**config.mk**
```make
export PLATFORM = sky130hd
export DESIGN_NAME = rgb_fade_sequencer
export DESIGN_NICKNAME = d
export VERILOG_FILES = /design/src/rtl/rgb_pkg.sv /design/src/rtl/rgb_fade_sequencer_ramp_channel.sv /design/src/rtl/rgb_fade_sequencer.sv
export SDC_FILE = /design/constraint.sdc
export NUM_CORES = 1
export LEC_CHECK = 0
export ABC_AREA = 1
export BUFFER_PORTS_ARGS = -buffer_cell sky130_fd_sc_hd__buf_2
export CORE_MARGIN = 2
export CORE_UTILIZATION = 61
export DETAILED_ROUTE_END_ITERATION = 10
export HOLD_SLACK_MARGIN = 0.1
export PLACE_DENSITY = 0.8
export RECOVER_POWER = 25
export REMOVE_ABC_BUFFERS = 1
export SKIP_LAST_GASP = 1
export SYNTH_ARGS = -nofsm -noshare
export SYNTH_HDL_FRONTEND = slang
export SYNTH_SLANG_ARGS = --single-unit
```
**constraint.sdc**
```tcl
create_clock -name clk -period 4.23 [get_ports clk]
set_input_delay 0.423 -clock clk [delete_from_list [all_inputs] [get_ports clk]]
set_output_delay 0.423 -clock clk [all_outputs]
set_load 0.01 [all_outputs]
```
**src/rtl/rgb_pkg.sv**
```systemverilog
// Shared types and constants for the RGB fade sequencer: FSM states, widths and
// the palette that is restored on reset.
package rgb_pkg;

   localparam int NUM_CH    = 3;
   localparam int NUM_SLOTS = 4;
   localparam int LEVEL_W   = 8;

   typedef enum logic [1:0] {
      MANUAL = 2'd0,
      FADE   = 2'd1,
      HOLD   = 2'd2
   } state_t;

   typedef logic [LEVEL_W-1:0]           level_t;
   typedef logic [$clog2(NUM_SLOTS)-1:0] slot_t;
   typedef level_t [NUM_CH-1:0]          color_t;   // [0] = red, [1] = green, [2] = blue

   localparam color_t DEF_SLOT0 = {8'h00, 8'h00, 8'hFF};
   localparam color_t DEF_SLOT1 = {8'h00, 8'hFF, 8'h00};
   localparam color_t DEF_SLOT2 = {8'hFF, 8'h00, 8'h00};
   localparam color_t DEF_SLOT3 = {8'hFF, 8'hFF, 8'hFF};

   function automatic color_t default_color(input slot_t slot);
      color_t c;
      case (slot)
         2'd0:    c = DEF_SLOT0;
         2'd1:    c = DEF_SLOT1;
         2'd2:    c = DEF_SLOT2;
         default: c = DEF_SLOT3;
      endcase
      return c;
   endfunction

endpackage

```
**src/rtl/rgb_fade_sequencer_ramp_channel.sv**
```systemverilog
// One colour channel: an 8-bit level that is either loaded directly or walked one
// LSB per step toward a target, never overshooting it.
module ramp_channel
   import rgb_pkg::*;
(
   input  logic   clk,
   input  logic   rst_n,
   input  logic   load,
   input  level_t load_val,
   input  logic   step,
   input  level_t target,
   output level_t level,
   output logic   at_target
);

   assign at_target = (level == target);

   always_ff @(posedge clk or negedge rst_n) begin
      if (!rst_n) begin
         level <= '0;
      end else if (load) begin
         level <= load_val;
      end else if (step && !at_target) begin
         level <= (level < target) ? level + LEVEL_W'(1) : level - LEVEL_W'(1);
      end
   end

endmodule

```
**src/rtl/rgb_fade_sequencer.sv**
```systemverilog
// Sits between the encoders and the PWM generators: passes manual levels through,
// or cycles a 4-slot palette with linear fades and timed holds.
module rgb_fade_sequencer
   import rgb_pkg::*;
#(
   parameter int DIV        = 1000,
   parameter int HOLD_TICKS = 64
) (
   input  logic       clk,
   input  logic       reset,
   input  logic [7:0] man_level0,
   input  logic [7:0] man_level1,
   input  logic [7:0] man_level2,
   input  logic       mode_btn,
   input  logic       store_btn,
   output logic [7:0] level0,
   output logic [7:0] level1,
   output logic [7:0] level2,
   output logic       auto_active,
   output logic [1:0] slot_idx
);

   localparam int PW = (DIV > 1) ? $clog2(DIV) : 1;
   localparam int HW = $clog2(HOLD_TICKS) + 1;
   localparam logic [PW-1:0] PRESC_LAST = PW'(DIV - 1);
   localparam logic [HW-1:0] HOLD_LAST  = HW'(HOLD_TICKS - 1);

   state_t        state, state_nxt;
   slot_t         tgt_slot, tgt_slot_nxt;
   slot_t         wr_ptr, wr_ptr_nxt;
   logic [PW-1:0] presc, presc_nxt;
   logic [HW-1:0] hold_cnt, hold_cnt_nxt;
   logic          mode_q, store_q;
   logic          mode_edge, store_edge;
   logic          tick, all_at, store_en, ramp_load, ramp_step;
   color_t        palette [NUM_SLOTS];
   color_t        man_color, tgt_color;
   level_t        cur_level [NUM_CH];
   logic [NUM_CH-1:0] ch_at;

   assign man_color  = {man_level2, man_level1, man_level0};
   assign tgt_color  = palette[tgt_slot];
   assign mode_edge  = mode_btn & ~mode_q;
   assign store_edge = store_btn & ~store_q;
   assign tick       = (state != MANUAL) && (presc == PRESC_LAST);
   assign all_at     = &ch_at;

   always_ff @(posedge clk or negedge reset) begin
      if (!reset) begin
         state    <= MANUAL;
         tgt_slot <= '0;
         wr_ptr   <= '0;
         presc    <= '0;
         hold_cnt <= '0;
         mode_q   <= 1'b1;   // a button held through reset release must not count as a press
         store_q  <= 1'b1;
      end else begin
         state    <= state_nxt;
         tgt_slot <= tgt_slot_nxt;
         wr_ptr   <= wr_ptr_nxt;
         presc    <= presc_nxt;
         hold_cnt <= hold_cnt_nxt;
         mode_q   <= mode_btn;
         store_q  <= store_btn;
      end
   end

   always_ff @(posedge clk or negedge reset) begin
      if (!reset) begin
         for (int s = 0; s < NUM_SLOTS; s++) palette[s] <= default_color(slot_t'(s));
      end else if (store_en) begin
         palette[wr_ptr] <= man_color;
      end
   end

   always_comb begin
      state_nxt    = state;
      tgt_slot_nxt = tgt_slot;
      wr_ptr_nxt   = wr_ptr;
      hold_cnt_nxt = hold_cnt;
      presc_nxt    = (state == MANUAL || tick) ? '0 : presc + 1'b1;
      store_en     = 1'b0;
      ramp_load    = 1'b0;
      ramp_step    = 1'b0;
      case (state)
         MANUAL: begin
            // On the entry edge levels are kept, so the fade starts from what is shown.
            ramp_load = !mode_edge;
            if (store_edge) begin
               store_en   = 1'b1;
               wr_ptr_nxt = wr_ptr + 2'd1;
            end
            if (mode_edge) begin
               state_nxt    = FADE;
               tgt_slot_nxt = '0;
            end
         end
         FADE: begin
            if (mode_edge) begin
               state_nxt = MANUAL;
            end else if (all_at) begin
               state_nxt    = HOLD;
               hold_cnt_nxt = '0;
            end else begin
               ramp_step = tick;
            end
         end
         HOLD: begin
            if (mode_edge) begin
               state_nxt = MANUAL;
            end else if (tick) begin
               if (hold_cnt == HOLD_LAST) begin
                  state_nxt    = FADE;
                  tgt_slot_nxt = tgt_slot + 2'd1;
               end else begin
                  hold_cnt_nxt = hold_cnt + 1'b1;
               end
            end
         end
         default: state_nxt = MANUAL;
      endcase
      if (state_nxt != state) presc_nxt = '0;
   end

   for (genvar i = 0; i < NUM_CH; i++) begin : g_ch
      ramp_channel u_ramp (
         .clk       (clk),
         .rst_n     (reset),
         .load      (ramp_load),
         .load_val  (man_color[i]),
         .step      (ramp_step),
         .target    (tgt_color[i]),
         .level     (cur_level[i]),
         .at_target (ch_at[i])
      );
   end

   assign level0      = cur_level[0];
   assign level1      = cur_level[1];
   assign level2      = cur_level[2];
   assign auto_active = (state != MANUAL);
   assign slot_idx    = (state == MANUAL) ? wr_ptr : tgt_slot;

endmodule

```
Word level (Yosys, flattened, before mapping)
Index checks and enable logic that the tools add are counted.
{ "word_totals": {"inputBits": 28, "output_inout_bits": 27, "wordCells": 122, "register_bits": 145} }
{ "op_classes": {"n_addsub": 10, "bitwise_logic": 6, "n_reduce_logical": 21, "muxes": 42, "magnitude_cmp": 6, "n_eq_ne": 15} }
{ "op_table": {"columns": ["operator", "n"], "rows": [
  ["bitwise mux 96 bit", 1],
  ["two-way mux 24 bit", 3],
  ["two-way mux 8 bit", 9],
  ["binary-select mux 24 bit (select 2 bit)", 1],
  ["demux 24 bit (select 2 bit)", 1],
  ["two-way mux 7 bit", 5],
  ["adder 8 x 1 -> 8 bit, second input constant", 3],
  ["equality test 8 bit", 3],
  ["less-than comparator 8 bit", 3],
  ["subtractor 8 x 1 -> 8 bit, second input constant", 3],
  ["two-way mux 2 bit", 11],
  ["two-way mux 10 bit", 2],
  ["inequality test 2 bit, second input constant", 7],
  ["one-hot mux 7 bit (2 select lines)", 1],
  ["nonzero test 2 bit", 6],
  ["adder 10 x 1 -> 10 bit, second input constant", 1],
  ["equality test 10 bit, second input constant", 1],
  ["adder 7 x 1 -> 7 bit, second input constant", 1],
  ["equality test 7 x 6 -> 1 bit, second input constant", 1],
  ["greater-or-equal comparator 3 bit, second input constant", 2],
  ["two-way mux 1 bit", 6],
  ["inverter 2 -> 3 bit", 2],
  ["one-hot mux 2 bit (3 select lines)", 1],
  ["AND reduction 6 bit", 1],
  ["15 further kinds", 25]
]} }

Longest topological paths before layout
Gate-level depths: netlist (run 1).
{ "depth": {"depth_word": 12, "ltp_mapped": 23, "mapped_depth_nobuf": 21} }

Cells and area by module
From an unflattened synthesis (run 1), not the netlist that was laid out.
{ "hier_totals": {"hier_cells": 1045, "hier_area_um2": 8515.7} }
{ "modules_own_cells": {"columns": ["mod", "seq_area_each_um2", "area_per_inst_um2", "instances", "cells_each"], "rows": [
  ["rgb_fade_sequencer", 3090.5, 5768.0, 1, 662],
  ["ramp_channel at g_ch[1].u_ramp", 200.2, 922.1, 1, 129],
  ["ramp_channel at g_ch[2].u_ramp", 200.2, 917.1, 1, 127],
  ["ramp_channel at g_ch[0].u_ramp", 200.2, 908.4, 1, 127]
]} }

Worst setup path before layout (run 1)
OpenSTA, ideal clock, no wires.
{ "synth_timing": {"path_kind": "reg2reg", "from": "register tgt_slot[1]", "to": "register g_ch[0].u_ramp.level[5]", "arrival_time_ns": 3.124, "setup_time_ns": 0.124, "stages_incl_launch_ff": 18, "required_time_ns": 4.106, "synth_period_minus_slack_ns": 3.248, "n_path_buf": 2, "slack_ns": 0.982, "cell_sequence": "dfrtp_1 inv_1 clkbuf_1 buf_1 a21oi_1 a32o_1 ha_1 a21o_1 nor2_1 nand2_1 ha_1 nand2_1 nand3_1 nand3_1 nand2_1 or2_2 nand3_1 nand3_1"} }
{ "synth_between": {"elab_chain_cells": 11, "word_cells_on_any_way": 18, "classes_between": "order compare: 1; eq/ne: 3; mux: 9; bitwise: 1; reduce/logical: 4"} }
{ "synth_rtl": {"columns": ["item", "line_no", "rtl"], "rows": [
  ["from (decl)", "rgb_fade_sequencer.sv:29", "slot_t tgt_slot, tgt_slot_nxt;"],
  ["from (signal assigned)", "rgb_fade_sequencer.sv:59", "tgt_slot <= tgt_slot_nxt;"],
  ["inverter 2 -> 3 bit (not written as such) *", "rgb_fade_sequencer.sv:42", "assign tgt_color = palette[tgt_slot];"],
  ["binary-select mux 24 bit (select 2 bit) *", "rgb_fade_sequencer.sv:42", null],
  ["two-way mux 24 bit (not written as such) * (2 in series)", "rgb_fade_sequencer.sv:42", null],
  ["equality test 8 bit", "rgb_fade_sequencer_ramp_channel.sv:16", "assign at_target = (level == target);"],
  ["AND reduction 3 bit", "rgb_fade_sequencer.sv:46", "assign all_at = &ch_at;"],
  ["two-way mux 1 bit", "rgb_fade_sequencer.sv:101", "end else if (all_at) begin"],
  ["two-way mux 1 bit", "rgb_fade_sequencer.sv:99", "if (mode_edge) begin"],
  ["two-way mux 1 bit", "rgb_fade_sequencer.sv:85", "case (state)"],
  ["logical AND 1 bit", "rgb_fade_sequencer_ramp_channel.sv:23", "end else if (step && !at_target) begin"],
  ["nonzero test 2 bit (no line)", null, null],
  ["to (signal assigned)", "rgb_fade_sequencer_ramp_channel.sv:22", "level <= load_val;"],
  ["to (signal assigned)", "rgb_fade_sequencer_ramp_channel.sv:24", "level <= (level < target) ? level + LEVEL_W'(1) : level - LEVEL_W'(1);"],
  ["to (decl)", "rgb_fade_sequencer_ramp_channel.sv:12", "output level_t level,"]
]} }
Mark *: on every way between the ends. The rest lies on a longest branch, timed or not. The select of a mux whose other input is x is not followed.
A chain may end at the register's enable or synchronous reset.

Worst setup path in the final report (run 1)
{ "layout_timing": {"from": "register tgt_slot[0]", "to": "register g_ch[1].u_ramp.level[6]"} }
{ "layout_between": {"elab_chain_cells": 11, "word_cells_on_any_way": 18, "classes_between": "order compare: 1; eq/ne: 3; mux: 9; bitwise: 1; reduce/logical: 4"} }
{ "layout_rtl": {"columns": ["item", "line_no"], "rows": [
  ["inverter 2 -> 3 bit (not written as such) *", "rgb_fade_sequencer.sv:42"],
  ["binary-select mux 24 bit (select 2 bit) *", "rgb_fade_sequencer.sv:42"],
  ["two-way mux 24 bit (not written as such) * (2 in series)", "rgb_fade_sequencer.sv:42"],
  ["equality test 8 bit", "rgb_fade_sequencer_ramp_channel.sv:16"],
  ["AND reduction 3 bit", "rgb_fade_sequencer.sv:46"],
  ["two-way mux 1 bit", "rgb_fade_sequencer.sv:101"],
  ["two-way mux 1 bit", "rgb_fade_sequencer.sv:99"],
  ["two-way mux 1 bit", "rgb_fade_sequencer.sv:85"],
  ["logical AND 1 bit", "rgb_fade_sequencer_ramp_channel.sv:23"],
  ["nonzero test 2 bit (no line)", null],
  ["to (signal assigned)", "rgb_fade_sequencer_ramp_channel.sv:22"],
  ["to (signal assigned)", "rgb_fade_sequencer_ramp_channel.sv:24"],
  ["to (decl)", "rgb_fade_sequencer_ramp_channel.sv:12"]
]} }
Marks and branches as above.

==> metrics.md, run 1 <==
| Metric | Value |
|---|---|
| Layout cell share with drive strength beyond 1 | `16.8%` |
| Synth area leader | `dfrtp_1` |
| Syn Inst Count | `1027` |
| DRT antenna net count | `0` |
| Synthesized flop and latch total | `145` |
| Skew-Pair Late Insertion Delay | `0.42 ns` |
| Synth Warn # | `0` |
| RSZ-0062 raised after global routing | `false` |
| Die area | `14500 um^2` |
| Number of global-route vias before repair | `6625` |
| Max VDD drop | `0.581 mV` |
| Worst Setup Start Kind | `register` |
| Final core occ | `70.0%` |
| Max clock buf depth | `2` |
| Failing checks | `capacitance limit, slew limit` |
| Clk sink count | `145` |
| Setup Fix Bufs, Post-CTS | `0` |
| Worst endpoint required time | `4.53 ns` |
| Starting density of the core | `62.4%` |
| Remaining Overflow, GRT | `0` |
| Worst EP arrival | `3.75 ns` |
| IO Port Bufs | `54` |
| GR Util met1 | `38.0%` |
| Largest net degree at the start of global routing | `95` |
| CP Max Fanout | `32` |
| Final Skew | `0.00690 ns` |
| Area contributors post-synth | `dfrtp_1 29%, dfstp_2 16%, nand2_1 15%` |
| Final hold vios | `0` |
| Met2 GRT Util | `43.3%` |
| Post-Route WL | `18600 um` |
| EDFF count, synth | `0` |
| IO Count | `55` |
| Total negative slack | `0 ns` |
| Initial antenna violation count | `0` |
| Rel. slew slack | `-53.4%` |
| Leak | `4.57 nW` |
| Async set or reset register ratio after synthesis | `100%` |
| Pwr Density | `752 nW/um^2` |
| Layout net count | `1150` |
| Final period util | `81.5%` |
| Min-delay worst type | `in -> reg` |
| Register area share after synthesis | `44.7%` |
| Core Region | `13200 um^2` |
| Synthesized area per cell | `8.05 um^2` |
| Slew @ Worst Pin | `2.30 ns` |
| Total track usage | `27.2%` |
| Final Slew Violations | `95` |
| Via density | `5.56` |
| WL/cell | `14.8 um` |
| CP Capture Type | `register` |
| Commonest cells post-synth | `332 x nand2_1, 95 x dfrtp_1, 84 x inv_1` |
| Post-cts resize count | `0` |
| Die Y | `120 um` |
| Max cap viols | `1` |
| Most used routing layer | `met2` |
| Final Setup Violations | `0` |
| Crit path time final | `3.45 ns` |
| DR iter-0 viols | `737` |
| Synth Flop Type | `dfrtp_1` |
| Gpl congestion | `0.868` |
| # DRC | `0` |
| Share of the synthesized area in the top cell type | `28.8%` |
| Area after DPL | `8610 um^2` |
| Synth unique cells | `35` |
| Dpl hpwl | `11900 um` |
| Area grow syn2layout | `12.1%` |
| Total power | `6.97 mW` |
| Mapped Area | `8270 um^2` |
| CTS tree | `built` |
| First-pass GRT wire length | `31400 um` |
| ANT cells | `0` |
| Rows | `42` |
| Hold_buf cts | `0` |
| First-pass detailed-route iteration total | `6` |
| FF-to-FF setup slack | `0.78 ns` |
| Achievable Freq | `290 MHz` |
| Die Wd | `120 um` |
| Htree depth | `4` |
| TritonCTS Buffers | `17` |
| Root buf cell | `clkbuf_16` |
| Vias post-DR | `6991` |
| Final instance area | `9260 um^2` |
| Status | `complete, but fails checks` |
| GR Layer Usage met3 | `5.19%` |
| Clk slew on worst S/H paths | `0.06 ns` |
| Most frequent cell after synthesis | `nand2_1` |
| Critical path type | `reg -> reg` |
## path summary, 6_finish.rpt
check / cells past startpoint / start / to
max: 16 / tgt_slot[0]$_DFFE_PN0P_ / g_ch[1].u_ramp.level[6]$_DFFE_PN0P_
min: 1 / mode_btn / mode_q$_DFF_PN1_
max reg2reg: 16 / tgt_slot[0]$_DFFE_PN0P_ / g_ch[1].u_ramp.level[6]$_DFFE_PN0P_
min reg2reg: 2 / palette[21]$_DFFE_PN1P_ / palette[21]$_DFFE_PN1P_
max in group asynchronous: 2 / reset / palette[60]$_DFFE_PN1P_
min in group asynchronous: 1 / reset / palette[91]$_DFFE_PN0P_
## layer usage
metal  wire length (um)  up-vias
li1                   -     3467
met1               8560     3326
met2               8820      173
met3                913       25
met4                284        0
met5                  0        -
## worst max-delay path, cell delays in order, from the launching register on
cell and delay [ns]:
dfrtp_1 0.40, inv_2 0.29, buf_12 0.24, nand2_1 0.07, a32o_1 0.22, ha_1 0.29
a21o_1 0.18, nor2_1 0.16, nand2_1 0.26, ha_1 0.42, inv_1 0.11, o21ai_0 0.11
nand2_1 0.08, nand3_1 0.07, or2_2 0.27, nand3_1 0.08, nand3_1 0.08
## area by class of cell
type	instances	area, um^2
multi-input combinational	747	3990
inverter	95	357
fill	1075	3980
sequential	145	3690
tap	176	220
clock buffer	22	484
clock inverter	10	179
timing repair buffer	62	340
## cells in the final DEF, fill, tap and decap left out, types with 6 or more instances in the layout
| cell | synthesis | final |
|---|---|---|
| clkbuf_16 | 0 | 17 |
| nand2_1 | 332 | 332 |
| a32o_1 | 21 | 21 |
| o21ai_0 | 35 | 35 |
| o21ai_1 | 82 | 82 |
| a21oi_1 | 40 | 40 |
| inv_1 | 84 | 84 |
| dfstp_2 | 50 | 50 |
| nand3_1 | 67 | 67 |
| nor2_1 | 39 | 39 |
| o21ai_2 | 9 | 9 |
| ha_1 | 51 | 51 |
| dfrtp_1 | 95 | 95 |
| nor3_1 | 6 | 6 |
| buf_2 | 3 | 51 |
| or2_2 | 6 | 6 |
| inv_2 | 11 | 11 |
| xor2_1 | 14 | 14 |
| nand4_1 | 8 | 8 |
| buf_4 | 3 | 7 |
## metrics by stage
step	std cells	hold WS, ns	setup slack (ns)
after floorplan	987	0.127	0.454
after global placement	1225	0.461	0.964
after detailed placement	1225	0.464	0.850
after CTS	1257	0.102	0.785
after global routing	1257	0.0901	0.448
final	1257	0.0962	0.781
## logic make-up (layout without fill, tap and decap cells)
logic type,Yosys count,in the layout,share of synthesized area (%)
XOR/XNOR,15,15,1.59
AND/OR/NAND/NOR,474,474,23.8
AO/OA/AOI/OAI,204,204,14.5
adder cells (fa/ha/maj),54,54,8.45
buffers and inverters,135,189,7.04
flip-flops,145,145,44.7
## registers in the layout (all words and copies together) (netlist names)
name	flops
palette	96
mode_q	1
tgt_slot	2
store_q	1
wr_ptr	2
state	2
g_ch.u_ramp.level	24
presc	10
hold_cnt	7
## report_power, final
part | internal (mW) | leakage [nW] | switching, mW
clock network | 1.11 | 0.330 | 0.563
registers | 2.04 | 1.73 | 0.348
logic | 1.18 | 2.51 | 1.73
total | 4.33 | 4.57 | 2.64
Note: power is estimated with default switching activity, not from simulation.
==> run 2, diff against run 1 <==
--- a/config.mk
+++ b/config.mk
@@ -8,10 +8,10 @@
 export ABC_AREA = 1
 export BUFFER_PORTS_ARGS = -buffer_cell sky130_fd_sc_hd__buf_2
 export CORE_MARGIN = 2
-export CORE_UTILIZATION = 61
+export CORE_UTILIZATION = 55
 export DETAILED_ROUTE_END_ITERATION = 10
 export HOLD_SLACK_MARGIN = 0.1
-export PLACE_DENSITY = 0.8
+export PLACE_DENSITY = 0.76
 export RECOVER_POWER = 25
 export REMOVE_ABC_BUFFERS = 1
 export SKIP_LAST_GASP = 1
==> constraint.sdc (replaced) <==
create_clock -name clk -period 2.9 [get_ports clk]
set_input_delay 0.29 -clock clk [delete_from_list [all_inputs] [get_ports clk]]
set_output_delay 0.29 -clock clk [all_outputs]
set_load 0.01 [all_outputs]
==> run 2 against run 1 <==
  * The run ends with capacitance limit, slew limit, setup timing left
  * Die area grew 11%
  * Worst setup slack lost 0.99 ns
  * Via count grew 11%
  * Worst hold slack gained 0.019 ns
  * Routed wire length grew 22%
==> metrics.md, run 2 (synthesis results as in run 1) <==
| Metric | Value |
|---|---|
| Status | `complete, but fails checks` |
| Failing checks | `capacitance limit, slew limit, setup timing` |
| CP max stage cell | `dfrtp_2` |
| Routed wl met3 | `1290 um (+41%)` |
| Dpl hpwl | `12800 um (+7.2%)` |
| Starting density of the core | `56.7% (-5.8 points)` |
| Top reg by flops | `palette` |
| Pre-CTS WS | `-0.268 ns (-1.12 ns)` |
| Final hold vios | `0 (unchanged)` |
| TritonCTS Buffers | `17 (unchanged)` |
| Pwr Density | `1210 nW/um^2 (+61%)` |
| Clk slew on worst S/H paths | `0.06 ns (about the same)` |
| Worst endpoint required time | `3.21 ns (-1.32 ns)` |
| WL/cell | `16.8 um (+14%)` |
| ANT cells | `0 (unchanged)` |
| Max VDD drop | `0.567 mV (-2.4%)` |
| Gpl congestion | `0.845 (-2.7%)` |
| Area grow syn2layout | `30.2%` |
| CP cell instances | `inv_8, buf_4, buf_12, nand2_1, a32o_2, ha_4, nand2_1, inv_2, nand2_1, nand2_2, nand2_4, nand2_8, ha_4, inv_1, o21ai_0, nand2_1, nand3_2, or2_4, nand3_2, nand3_1` |
| Min-delay worst type | `in -> reg` |
| Layout cell share with drive strength beyond 1 | `32.0% (+15 points)` |
| RSZ-0062 raised after global routing | `true` |
| Register area | `3690 um^2 (about the same)` |
| Clock Power Share | `16.9% (-7.1 points)` |
| Power share of the combinational group | `56.0% (+14 points)` |
| Psw | `5.27 mW (+99%)` |
| Final Setup Violations | `16 (+16)` |
| DRT antenna net count | `0 (unchanged)` |
| Final period util | `107% (+26 points)` |
| Commonest non-fill, non-tap cell in the layout | `nand2_1` |
| Post-Route WL | `22600 um (+22%)` |
| CP Max Fanout | `8 (-75%)` |
| Rows | `44 (+4.8%)` |
| Vias post-DR | `7737 (+11%)` |
| Crit path time final | `3.11 ns (-0.341 ns)` |
| Multi-input gate area | `4790 um^2 (+20%)` |
| CP max stage delay | `0.48 ns (+0.06 ns)` |
| Critical path type | `reg -> reg` |
| First-pass detailed-route iteration total | `5 (-1)` |
| Slew @ Worst Pin | `1.64 ns (-0.663 ns)` |
| Number of global-route vias before repair | `7064 (+6.6%)` |
| CTS tree | `built` |
| Skew-Pair Late Insertion Delay | `0.43 ns (about the same)` |
| Biggest regs | `palette x96, g_ch.u_ramp.level x24, presc x10` |
| Layout net count | `1227 (+6.7%)` |
| Htree depth | `4 (unchanged)` |
| Rel. slew slack | `-9.18% (+44 points)` |
| Int Pwr | `7.80 mW (+80%)` |
| Layout fillers | `939 (-13%)` |
| Achievable Freq | `322 MHz (+11%)` |
| Max clock buf depth | `2 (unchanged)` |
| CP Capture Type | `register` |
| Largest net degree at the start of global routing | `67 (-29%)` |
| DR iter-0 viols | `809 (+9.8%)` |
| Die Y | `127 um (+5.1%)` |
| Met2 wire len | `11400 um (+29%)` |
| # DRC | `0 (unchanged)` |
| Sequential power share | `27.2% (-7.1 points)` |
| Worst EP arrival | `3.42 ns (-0.33 ns)` |
| Final Slew Violations | `67 (-29%)` |
| Die Wd | `127 um (+5.1%)` |
| Net Sw Frac | `40.3% (+2.4 points)` |
| Clk sink count | `145 (unchanged)` |
| Most frequent cells in the layout | `304 x nand2_1, 94 x dfrtp_1, 84 x o21ai_1` |
| Core Region | `14600 um^2 (+10%)` |
| First-pass GRT wire length | `34000 um (+8.4%)` |
| IO Count | `55 (unchanged)` |
| Total power | `13.1 mW (+87%)` |
| WL met1 | `9510 um (+11%)` |
| Total track usage | `26.2% (-1.1 points)` |
| Worst Setup Slack, final | `-0.208 ns (-0.989 ns)` |
| Initial antenna violation count | `0 (unchanged)` |
| Max reg flops | `96 (unchanged)` |
| Max cap viols | `1 (unchanged)` |
| Leak | `5.12 nW (+12%)` |
| Worst Setup Start Kind | `register` |
| Via density | `5.77 (+3.7%)` |
| CP most frequent cell | `nand2_1` |
| Final Skew | `0.00908 ns (+0.00218 ns)` |
| Die area | `16000 um^2 (+11%)` |
| Root buf cell | `clkbuf_16` |
| Remaining Overflow, GRT | `0 (unchanged)` |
| Uppermost layer routed | `met4` |
| IO Port Bufs | `54 (unchanged)` |
## run 2: routing by layer
metal  global-route usage (%)  vias to the layer above
li1                         -                     3657
met1                     35.7                     3751
met2                     42.4                      281
met3                     5.57                       48
met4                     7.63                        0
met5                        0                        -
## run 2: path summary, 6_finish.rpt
check                                                      end  slack [ns]                    start  depth (start not counted)
max                        g_ch[0].u_ramp.level[6]$_DFFE_PN0P_       -0.21  tgt_slot[0]$_DFFE_PN0P_                         20
min                        g_ch[1].u_ramp.level[5]$_DFFE_PN0P_        0.12            man_level1[5]                          3
max reg2reg                g_ch[0].u_ramp.level[6]$_DFFE_PN0P_       -0.21  tgt_slot[0]$_DFFE_PN0P_                         20
min reg2reg                             palette[6]$_DFFE_PN1P_        0.47   palette[6]$_DFFE_PN1P_                          2
max in group asynchronous                   presc[8]$_DFF_PN0_        0.70                    reset                          3
min in group asynchronous  g_ch[1].u_ramp.level[3]$_DFFE_PN0P_        0.81                    reset                          2
## run 2: layout make-up
cell class / count / area share, %
clock buffers: 21 / 4.19
clock inverters: 11 / 1.29
inverters: 95 / 3.48
multi-input cells: 750 / 44.5
flip-flops and latches: 145 / 34.3
well taps: 184 / 2.14
repair buffers: 136 / 10.1
## run 2: power groups by stage
stage,sequential (mW),clock [mW],combinational [mW]
2_1_floorplan,3.43,0,3.21
3_3_place_gp,3.47,0,4.79
3_5_place_dp,3.47,0,4.93
4_1_cts,3.48,2.21,5.46
5_1_grt,3.64,2.32,7.99
6_report,3.55,2.20,7.31
## run 2: timing repair
action / 4_1_cts / 5_1_grt
gates cloned: 3 / 4
resized for setup: 48 / 141
setup endpoints to repair: 17 / 41
hold endpoints to repair: 43 / 1
buffers inserted: 3 / 12
pin swaps: 4 / 67
hold buffers: 3 / 1
## run 2: critical path: cells and delay by family, from the launching register on
family / cells / cell delay (ns)
AND/OR/NAND/NOR: 11 / 1.06
buffers and inverters: 5 / 0.58
flip-flops: 1 / 0.48
AO/OA/AOI/OAI: 2 / 0.44
adder cells (fa/ha/maj): 2 / 0.42
## run 2: per-stage QoR
| stage | area [um^2] | utilization (%) | hold slack, ns | instances | TNS (ns) |
|---|---|---|---|---|---|
| finish | 10800 | 73.8 | 0.115 | 1342 | -1.40 |
| detailed placement | 9030 | 61.9 | 0.314 | 1286 | -2.90 |
| global placement | 9030 | 61.9 | 0.312 | 1286 | -1.54 |
| CTS | 9960 | 68.2 | 0.100 | 1327 | -0.175 |
| floorplan | 8040 | - | -0.00559 | 987 | -19.13 |
| global route | 10800 | 73.8 | 0.105 | 1342 | -5.08 |
==> run 3, diff against run 2 <==
--- a/config.mk
+++ b/config.mk
@@ -7,11 +7,13 @@
 export LEC_CHECK = 0
 export ABC_AREA = 1
 export BUFFER_PORTS_ARGS = -buffer_cell sky130_fd_sc_hd__buf_2
+export CELL_PAD_IN_SITES_DETAIL_PLACEMENT = 1
+export CELL_PAD_IN_SITES_GLOBAL_PLACEMENT = 2
 export CORE_MARGIN = 2
-export CORE_UTILIZATION = 55
+export CORE_UTILIZATION = 33
 export DETAILED_ROUTE_END_ITERATION = 10
 export HOLD_SLACK_MARGIN = 0.1
-export PLACE_DENSITY = 0.76
+export PLACE_DENSITY_LB_ADDON = 0.1
 export RECOVER_POWER = 25
 export REMOVE_ABC_BUFFERS = 1
 export SKIP_LAST_GASP = 1
==> run 3 against run 2 <==
  * The run still ends with capacitance limit, slew limit, setup timing left
  * Maximum frequency grew 3.5%
  * Core utilization shrank 28 points
  * Via count shrank 4.6%
  * Combinational power shrank 3.7%
  * Total power shrank 1.2%
  * Final area grew 4.2%
  * Cell count grew 13%
  * Sequential power shrank 1%
  * Non-clock buffer count grew 38
  * Largest cell class unchanged
  * Highest routed layer unchanged
==> metrics.md, run 3 (synthesis results as in run 1) <==
| Metric | Value |
|---|---|
| Rows | `57 (+30%)` |
| CP Max Fanout | `12 (+4)` |
| Hold WS | `0.109 ns (-0.00621 ns)` |
| Commonest non-fill, non-tap cell in the layout | `nand2_1` |
| Clock Power Share | `18.3% (+1.4 points)` |
| IO Count | `55 (unchanged)` |
| Core Region | `24500 um^2 (+68%)` |
| Status | `complete, but fails checks` |
| DRT antenna net count | `0 (unchanged)` |
| DR iter-0 viols | `375 (-54%)` |
| WL/cell | `16.5 um (-1.9%)` |
| Reg-to-reg endpoint | `g_ch[2].u_ramp.level[5]$_DFFE_PN0P_` |
| Layout cell share with drive strength beyond 1 | `32.4% (+0.43 points)` |
| Pwr Density | `1150 nW/um^2 (-5.1%)` |
| Final hold vios | `0 (unchanged)` |
| Max reg flops | `96 (unchanged)` |
| Rel. slew slack | `-31.9% (-23 points)` |
| Final Skew | `0.0159 ns (+0.00681 ns)` |
| RSZ-0062 raised after global routing | `true` |
| Hold path depth | `3 (unchanged)` |
| Clk sink count | `145 (unchanged)` |
| First-pass GRT wire length | `40600 um (+20%)` |
| Max clock buf depth | `2 (unchanged)` |
| Biggest regs | `palette x96, g_ch.u_ramp.level x24, presc x10` |
| CP Capture Type | `register` |
| Area grow syn2layout | `35.6%` |
| Root buf cell | `clkbuf_16` |
| Final period util | `104% (-3.7 points)` |
| First-pass detailed-route iteration total | `5 (unchanged)` |
| Clk slew on worst S/H paths | `0.06 ns (about the same)` |
| Critical path type | `reg -> reg` |
| Crit Reg-Reg Startpoint | `tgt_slot[0]$_DFFE_PN0P_` |
| ANT cells | `0 (unchanged)` |
| Total track usage | `19.8% (-6.4 points)` |
| Max cap viols | `1 (unchanged)` |
| Crit path time final | `3.00 ns (-0.106 ns)` |
| Final instance area | `11200 um^2 (+4.2%)` |
| # DRC | `0 (unchanged)` |
| Via density | `4.86 (-16%)` |
| FF-to-FF setup slack | `-0.10 ns (+0.11 ns)` |
| Min-delay src | `man_level1[3]` |
| Layout net count | `1264 (+3.0%)` |
| Pre-CTS WS | `-0.390 ns (-0.122 ns)` |
| Post-Route WL | `25100 um (+11%)` |
| Failing checks | `capacitance limit, slew limit, setup timing` |
| Htree depth | `4 (unchanged)` |
| Leak | `5.28 nW (+3.1%)` |
| Power share of the combinational group | `54.5% (-1.5 points)` |
| Die area | `26300 um^2 (+64%)` |
| Top reg by flops | `palette` |
| Layout fillers | `2916 (+210%)` |
| Largest net degree at the start of global routing | `74 (+10%)` |
| Die Wd | `162 um (+28%)` |
| Die Y | `162 um (+28%)` |
| Worst Hold Endpoint | `g_ch[1].u_ramp.level[3]$_DFFE_PN0P_` |
| Min-delay worst type | `in -> reg` |
| IO Port Bufs | `54 (unchanged)` |
| Remaining Overflow, GRT | `0 (unchanged)` |
| Final Setup Violations | `9 (-7)` |
| Worst endpoint required time | `3.26 ns (+0.05 ns)` |
| Number of global-route vias before repair | `7608 (+7.7%)` |
| Total negative slack | `-0.419 ns (+0.977 ns)` |
| Worst Setup Start Kind | `register` |
| Area after DPL | `9460 um^2 (+4.8%)` |
| Initial antenna violation count | `0 (unchanged)` |
| Worst Setup Slack, final | `-0.102 ns (+0.106 ns)` |
| Starting density of the core | `33.8% (-23 points)` |
| Worst EP arrival | `3.37 ns (-0.05 ns)` |
| Psw | `5.09 mW (-3.4%)` |
| Int Pwr | `7.82 mW (+0.33%)` |
| Max VDD drop | `0.656 mV (+16%)` |
| Final core occ | `45.8% (-28 points)` |
| Vias post-DR | `7380 (-4.6%)` |
| Gpl congestion | `0.799 (-5.4%)` |
| Skew-Pair Late Insertion Delay | `0.43 ns (about the same)` |
| TritonCTS Buffers | `17 (unchanged)` |
| Dpl hpwl | `16700 um (+30%)` |
| Final Slew Violations | `72 (+7.5%)` |
| Net Sw Frac | `39.4% (-0.90 points)` |
| Most frequent cells in the layout | `307 x nand2_1, 94 x dfrtp_1, 86 x o21ai_1` |
| FF-to-FF path depth | `18 (-10%)` |
| Sequential power share | `27.2% (about the same)` |
| Achievable Freq | `333 MHz (+3.5%)` |
| CTS tree | `built` |
| Slew @ Worst Pin | `1.98 ns (+0.340 ns)` |
run 3: cell count changes in the layout (fill, tap and decap cells not counted), sizes merged:
cell	delta
clkinvlp	+1
buf	+33
bufinv	+1
clkbuf	-6
inv	+1
nand2	-1
dlygate4sd3	+8
run 3: critical path: stages (launching register included):
cell and delay, ns:
dfrtp_2 0.45, clkinv_4 0.12, buf_12 0.15, buf_4 0.11
nand2_1 0.04, a32o_1 0.25, ha_4 0.24, a21oi_2 0.11
nor2_1 0.07, nor2_4 0.17, nand2_8 0.11, ha_4 0.30
nand3_2 0.06, nand3_2 0.10, nand2_1 0.06, o21bai_1 0.20
xor2_1 0.25, nand2_1 0.08, nand3_1 0.07
run 3: final cells by class:
cell class	instances	area (um^2)	area share, %
Inverter	95	369	3.29
Clock inverter	14	189	1.69
Sequential cell	145	3690	32.9
Multi-Input combinational cell	749	4690	41.9
Tap cell	324	405	3.62
Timing Repair Buffer	174	1430	12.8
Clock buffer	18	429	3.83
run 3: how the worst max path moves through the flow:
| stage | end | slack, ns | start |
|---|---|---|---|
| floorplan | g_ch[0].u_ramp.level[5]$_DFFE_PN0P_ | -0.88 | tgt_slot[0]$_DFFE_PN0P_ |
| global placement | g_ch[1].u_ramp.level[6]$_DFFE_PN0P_ | -0.31 | tgt_slot[0]$_DFFE_PN0P_ |
| detailed placement | g_ch[1].u_ramp.level[6]$_DFFE_PN0P_ | -0.39 | tgt_slot[0]$_DFFE_PN0P_ |
| CTS | g_ch[2].u_ramp.level[6]$_DFFE_PN0P_ | -0.11 | tgt_slot[0]$_DFFE_PN0P_ |
| global route | g_ch[2].u_ramp.level[5]$_DFFE_PN0P_ | -0.30 | tgt_slot[1]$_DFFE_PN0P_ |
| finish | g_ch[2].u_ramp.level[5]$_DFFE_PN0P_ | -0.10 | tgt_slot[0]$_DFFE_PN0P_ |
run 3: metal layers:
layer | wire, um | track usage, %
met5 | 0 | 0
met3 | 439 | 3.14
met1 | 12400 | 27.4
met4 | 128 | 4.83
met2 | 12100 | 32.5
run 3: what timing repair did:
item / CTS / global route
endpoints found under the setup margin: 23 / 41
pin swaps: 9 / 51
gates cloned: 3 / 2
hold buffers: 12 / 0
hold endpoints to repair: 57 / 0
gates resized for setup: 46 / 109
setup buffers: 4 / 16
run 3: stage by stage:
step | std cells | power [mW]
5_1_grt | 1519 | 14.0
3_5_place_dp | 1450 | 8.91
6_report | 1519 | 12.9
3_3_place_gp | 1450 | 8.79
4_1_cts | 1501 | 11.8
2_1_floorplan | 987 | 6.63
run 3: power by group through the flow:
stage	sequential (mW)	clock (mW)	combinational, mW
floorplan	3.43	0	3.21
global placement	3.51	0	5.28
detailed placement	3.50	0	5.41
CTS	3.49	2.43	5.88
global route	3.61	2.51	7.91
finish	3.51	2.37	7.04
